<file path="src/rtl/mmio_responder_if.sv">
// mmio_responder_if: MEM-stage bus between the pipeline and the MMIO responder.
interface mmio_responder_if;
    logic        MemRead;
    logic        MemWrite;
    logic [31:0] Address;
    logic [31:0] WriteData;
    logic [31:0] ReadData;
    logic        Hit;

    modport master (
        output MemRead, MemWrite, Address, WriteData,
        input  ReadData, Hit
    );

    modport slave (
        input  MemRead, MemWrite, Address, WriteData,
        output ReadData, Hit
    );
endinterface

</file>
<file path="src/rtl/mmio_responder.sv">
// mmio_responder: 32-byte MMIO window with output port, synchronized input port,
// rising-edge capture and a one-shot/auto-reload down-counting timer.
module mmio_responder #(
    parameter logic [31:0] BASE_ADDR = 32'h1001_0100
) (
    input  logic            clk,
    input  logic            reset,
    mmio_responder_if.slave bus,
    input  logic [7:0]      PortIn,
    output logic [31:0]     PortOut,
    output logic            TimerIrq
);
    logic [7:0]  syncA, syncB, edgeFlags;
    logic [1:0]  timerCtrl;
    logic [31:0] timerLoad, timerCount;
    logic [2:0]  offset;
    logic        expired, wrEn, expire;

    assign bus.Hit  = bus.Address[31:5] == BASE_ADDR[31:5] && bus.Address[1:0] == 2'b00;
    assign offset   = bus.Address[4:2];
    assign wrEn     = bus.MemWrite && bus.Hit;
    assign expire   = timerCtrl[0] && timerCount == 32'd0;
    assign TimerIrq = expired;

    always_comb begin
        bus.ReadData = 32'd0;
        if (bus.MemRead && bus.Hit && !reset)
            case (offset)
                3'd0:    bus.ReadData = PortOut;
                3'd1:    bus.ReadData = {24'd0, syncB};
                3'd2:    bus.ReadData = {24'd0, edgeFlags};
                3'd3:    bus.ReadData = {30'd0, timerCtrl};
                3'd4:    bus.ReadData = timerLoad;
                3'd5:    bus.ReadData = timerCount;
                3'd6:    bus.ReadData = {31'd0, expired};
                default: bus.ReadData = 32'd0;
            endcase
    end

    always_ff @(posedge clk) begin
        if (reset) begin
            PortOut    <= '0;
            syncA      <= '0;
            syncB      <= '0;
            edgeFlags  <= '0;
            timerCtrl  <= '0;
            timerLoad  <= '0;
            timerCount <= '0;
            expired    <= 1'b0;
        end else begin
            syncA <= PortIn;
            syncB <= syncA;
            // syncA & ~syncB is the rise that syncB is about to show; set beats W1C
            edgeFlags <= (edgeFlags & ~((wrEn && offset == 3'd2) ? bus.WriteData[7:0] : 8'h00))
                         | (syncA & ~syncB);
            if (wrEn && offset == 3'd0)
                PortOut <= bus.WriteData;
            if (wrEn && offset == 3'd3)
                timerCtrl <= bus.WriteData[1:0];
            else if (expire && !timerCtrl[1])
                timerCtrl[0] <= 1'b0;
            if (wrEn && offset == 3'd4) begin
                timerLoad  <= bus.WriteData;
                timerCount <= bus.WriteData;
            end else if (expire)
                timerCount <= timerCtrl[1] ? timerLoad : 32'd0;
            else if (timerCtrl[0])
                timerCount <= timerCount - 32'd1;
            expired <= expire || (expired && !(wrEn && offset == 3'd6 && bus.WriteData[0]));
        end
    end
endmodule
</file>
<file path="src/flat_wrapper.sv">
// flat-port wrapper written by rule: the top's interface ports become plain ports
module mmio_responder_flat 
#(
    parameter logic [31:0] BASE_ADDR = 32'h1001_0100
)
  (clk, reset, PortIn, PortOut, TimerIrq, bus_MemRead, bus_MemWrite, bus_Address, bus_WriteData, bus_ReadData, bus_Hit);
  mmio_responder_if bus_i ();
  input  logic clk;
  input  logic reset;
  input  logic [7:0] PortIn;
  output logic [31:0] PortOut;
  output logic TimerIrq;
  input wire logic [$bits(bus_i.MemRead)-1:0] bus_MemRead;
  input wire logic [$bits(bus_i.MemWrite)-1:0] bus_MemWrite;
  input wire logic [$bits(bus_i.Address)-1:0] bus_Address;
  input wire logic [$bits(bus_i.WriteData)-1:0] bus_WriteData;
  output wire logic [$bits(bus_i.ReadData)-1:0] bus_ReadData;
  output wire logic [$bits(bus_i.Hit)-1:0] bus_Hit;
  assign bus_i.MemRead = bus_MemRead;
  assign bus_i.MemWrite = bus_MemWrite;
  assign bus_i.Address = bus_Address;
  assign bus_i.WriteData = bus_WriteData;
  assign bus_ReadData = bus_i.ReadData;
  assign bus_Hit = bus_i.Hit;
  mmio_responder #(.BASE_ADDR(BASE_ADDR)) u_core (.clk(clk), .reset(reset), .bus(bus_i), .PortIn(PortIn), .PortOut(PortOut), .TimerIrq(TimerIrq));
endmodule
</file>
<file path="config.mk">
export PLATFORM = sky130hd
export DESIGN_NAME = mmio_responder_flat
export DESIGN_NICKNAME = d
export VERILOG_FILES = /design/src/rtl/mmio_responder_if.sv /design/src/rtl/mmio_responder.sv /design/src/flat_wrapper.sv
export SDC_FILE = /design/constraint.sdc
export NUM_CORES = 1
export LEC_CHECK = 0
export ABC_CLOCK_PERIOD_IN_PS = 2700
export BUFFER_PORTS_ARGS = -buffer_cell sky130_fd_sc_hd__buf_4
export CAP_MARGIN = 20
export CORE_MARGIN = 2
export CORE_UTILIZATION = 50
export DETAILED_ROUTE_END_ITERATION = 8
export PLACE_DENSITY = 0.77
export SLEW_MARGIN = 20
export SYNTH_ARGS = -nofsm -noshare
export SYNTH_HDL_FRONTEND = slang
export SYNTH_SLANG_ARGS = --single-unit
</file>
<file path="constraint.sdc">
create_clock -name clk -period 2.7 [get_ports clk]
set_clock_uncertainty 0.1 [all_clocks]
set_input_delay 0.405 -clock clk [delete_from_list [all_inputs] [get_ports clk]]
set_output_delay 0.405 -clock clk [all_outputs]
set_load 0.02 [all_outputs]
</file>
==> impl_metrics.json <==
{
  "cell_internal_power_dissipation_uw": 3550,
  "setup.worst_path.start_class": "flip-flop",
  "cts_buffers": 17,
  "dp.final_hpwl_mm": 13.6,
  "cts.root.buffer_cell": "sky130_fd_sc_hd__clkbuf_16",
  "synth_area_leader_cell": "sky130_fd_sc_hd__dfxtp_1",
  "ios": 142,
  "postSynthCellCount": 822,
  "rsz0062_at_grt": "true",
  "power.share.switching": 0.206,
  "report.final.hold_viol_count": 0,
  "leakagePower_uw": 0.00360,
  "maximum_number_of_pins_on_one_net_before_global_route_repair": 58,
  "die_w_um": 118,
  "vias_per_cell": 5.79,
  "tritoncts_clock_tree": "yes",
  "final_period_util": 0.974,
  "worst_slew_pin_slew_ns": 0.736,
  "yosysMostFrequentCell": "sky130_fd_sc_hd__nor2_1",
  "worst_skew_pair.late_latency_ns": 0.42,
  "worst_ir_drop_vdd_v": 0.000397,
  "cp_cell_sequence": "or4_1 -> or4_1 -> nor4_2 -> buf_4 -> a311oi_1 -> nor3_1 -> o22a_1",
  "routed_wire_length_per_instance_um": 16.7,
  "placedInstanceArea_um2": 8270,
  "seq_power_share": 0.414,
  "cp_num_buf_inv": 1,
  "dr.first_iter.drc_count": 535,
  "asyncSetResetFlopFracSynth": 0,
  "ys_warn_count": 0,
  "fin_nets": 1072,
  "cts_max_level": 4,
  "setup_viol": 0,
  "synth_edf_count": 0,
  "grtUsageTotal": 0.282,
  "run_status": "finished, final reports clean",
  "dr_total_vias": 6811,
  "dieArea_um2": 13900,
  "synth.distinct_cells": 61,
  "postSynthRegisterBits": 123,
  "ys_top_cells_by_count": "sky130_fd_sc_hd__nor2_1, sky130_fd_sc_hd__dfxtp_1, sky130_fd_sc_hd__nand2_1",
  "p_comb_frac": 0.051,
  "fillerInstances": 1024,
  "critical-path-max-stage-delay_ns": 0.70,
  "placed_cells": 1147,
  "gp_congestion": 0.922,
  "worst_slew_margin_rel": 0.508,
  "grt_pass1_wl_mm": 32.0,
  "crit_path_top_delay_cell": "sky130_fd_sc_hd__or4_1",
  "clk_pin_slew_ns": 0.06,
  "worst-endpoint-arrival_ns": 2.89,
  "power-per-cell-area_nw_per_um2": 499,
  "maxCapViolations": 0,
  "finalInstanceArea_um2": 8950,
  "total_switching_power_uw": 918,
  "firstDrtPassIters": 6,
  "primary_ff_master_synth": "sky130_fd_sc_hd__dfxtp_1",
  "grt_pass1_vias": 6466,
  "drv_slew": 0,
  "power.total_uw": 4460,
  "initial_antenna_violation_count": 0,
  "final_period_minus_worst_setup_slack_ns": 2.63,
  "fmaxAchievable_mhz": 380,
  "hold_class": "input pin to flip-flop",
  "ys_seq_area_frac": 0.379,
  "route.antenna.remaining_nets": 0,
  "cts_max_path_buffers": 2,
  "synth.top_cells.by_area": "sky130_fd_sc_hd__dfxtp_1, sky130_fd_sc_hd__mux2i_1, sky130_fd_sc_hd__nor2_1",
  "setup.reg_to_reg.worst_slack_ns": 0.07,
  "die_h_um": 118,
  "timing.final.ws_setup_ns": 0.0694,
  "cp-end-kind": "flip-flop",
  "critical_path.max_fanout": 4,
  "setup_tns_ns": 0,
  "cp_common_cell": "sky130_fd_sc_hd__or4_1",
  "worstSetupPathType": "flip-flop to flip-flop",
  "post_synth_instance_area_um2": 6490,
  "synth_largest_type_area_fraction": 0.379,
  "fin_cells": 1177,
  "post_synth.cell_area_avg_um2": 7.90,
  "floorplan.initialDensity": 0.512,
  "area_growth_pct": 37.8,
  "fp.coreArea_um2": 12700,
  "mappedNetlistNets": 899,
  "wl_mm": 19.6,
  "required_ns": 2.96,
  "std_cell_rows": 41,
  "port_buffers": 141,
  "clockPowerShare": 0.535,
  "post_route_cells_drive_above_1_share": 0.290,
  "grt_overflow": 0,
  "post-route-drc-count": 0,
  "critical-path-top-delay-family": "simple AND/OR/NAND/NOR gates",
  "cts.sink_count": 123,
  "antenna_cells": 0,
  "place_ws_ns": 0.0210
}
-- cell families (layout without fill, tap and decap cells) --
group | Yosys count | count (layout) | synth area share
and+or+nand+nor | 370 | 370 | 0.264
AOI/OAI and AO/OA | 176 | 176 | 0.166
DFF | 123 | 123 | 0.379
muxes | 71 | 71 | 0.125
buffers and inverters | 67 | 250 | 0.0449
xor gates and xnor gates | 14 | 14 | 0.0189
adders and majority gates | 1 | 1 | 0.00193
-- power groups by stage --
stage	Combinational (uW)	Clock (uW)	Sequential (uW)
after floorplan	103	0	1880
after global placement	223	0	1880
after detailed placement	226	0	1880
after CTS	227	2410	1850
after global routing	244	2490	1850
final	228	2390	1850
-- registers in the layout (all words and copies together) (netlist names) --
name / flops
u_core.timerCount: 32
u_core.TimerIrq: 1
u_core.timerCtrl: 2
u_core.syncB: 8
u_core.syncA: 8
u_core.PortOut: 32
u_core.edgeFlags: 8
u_core.timerLoad: 32
-- layout make-up --
type | count | area, um2 | area share
multi-input cells | 632 | 3970 | 0.444
well taps | 172 | 215 | 0.0240
inverters | 6 | 22.5 | 0.00252
repair buffers | 215 | 1660 | 0.186
flip-flops and latches | 123 | 2460 | 0.275
clock inverters | 8 | 143 | 0.0159
clock buffers | 21 | 470 | 0.0526
-- worst register-to-register path, cell delays in order, from the launching register on --
cell and delay (ns):
sky130_fd_sc_hd__dfxtp_1 0.36, sky130_fd_sc_hd__or4_1 0.61, sky130_fd_sc_hd__or4_1 0.70, sky130_fd_sc_hd__nor4_2 0.22, sky130_fd_sc_hd__buf_4 0.17, sky130_fd_sc_hd__a311oi_1 0.05
sky130_fd_sc_hd__nor3_1 0.22, sky130_fd_sc_hd__o22a_1 0.15
-- placed cells by master (no fill, tap or decap), types with 9 or more instances in the layout --
master and n:
sky130_fd_sc_hd__xnor2_1 12, sky130_fd_sc_hd__a211oi_1 20, sky130_fd_sc_hd__o21a_1 9, sky130_fd_sc_hd__mux2i_1 62, sky130_fd_sc_hd__buf_4 211, sky130_fd_sc_hd__dfxtp_1 123
sky130_fd_sc_hd__nor2_1 106, sky130_fd_sc_hd__nor4_1 11, sky130_fd_sc_hd__nor2_4 22, sky130_fd_sc_hd__a21oi_1 94, sky130_fd_sc_hd__nor3_1 19, sky130_fd_sc_hd__or3_1 9
sky130_fd_sc_hd__o21ai_0 14, sky130_fd_sc_hd__nand2_1 108, sky130_fd_sc_hd__clkbuf_16 17, sky130_fd_sc_hd__nand3_1 21, sky130_fd_sc_hd__nor2b_1 26
-- metrics by stage --
stage | util | hold slack, ns
floorplan | - | 0.330
global placement | 0.653 | 0.335
detailed placement | 0.653 | 0.342
CTS | 0.701 | 0.0865
global route | 0.706 | 0.0930
finish | 0.706 | 0.0934
-- per-layer routing --
layer,global-route usage,vias up,wire [um]
met2,0.484,302,9630
met1,0.350,3207,8220
met4,0.103,0,438
li1,-,3260,-
met5,0,-,0
met3,0.0577,42,1330
-- final timing paths --
kind | start | end | depth (start not counted)
worst min register to register | u_core.syncA[1]$_SDFF_PP0_ | u_core.syncB[1]$_SDFF_PP0_ | 1
worst max register to register | u_core.timerCount[1]$_SDFFE_PP0P_ | u_core.timerCount[31]$_SDFFE_PP0P_ | 7
worst max-delay path | u_core.timerCount[1]$_SDFFE_PP0P_ | u_core.timerCount[31]$_SDFFE_PP0P_ | 7
worst min-delay path | PortIn[2] | u_core.syncA[2]$_SDFF_PP0_ | 2
-- repair_timing --
item | in CTS | in global routing
endpoints found under the setup margin | 0 | 49
setup buffers | 0 | 1
gates resized for setup | 0 | 12
hold buffers | 0 | 0
Power figures use the tool's default switching activity.
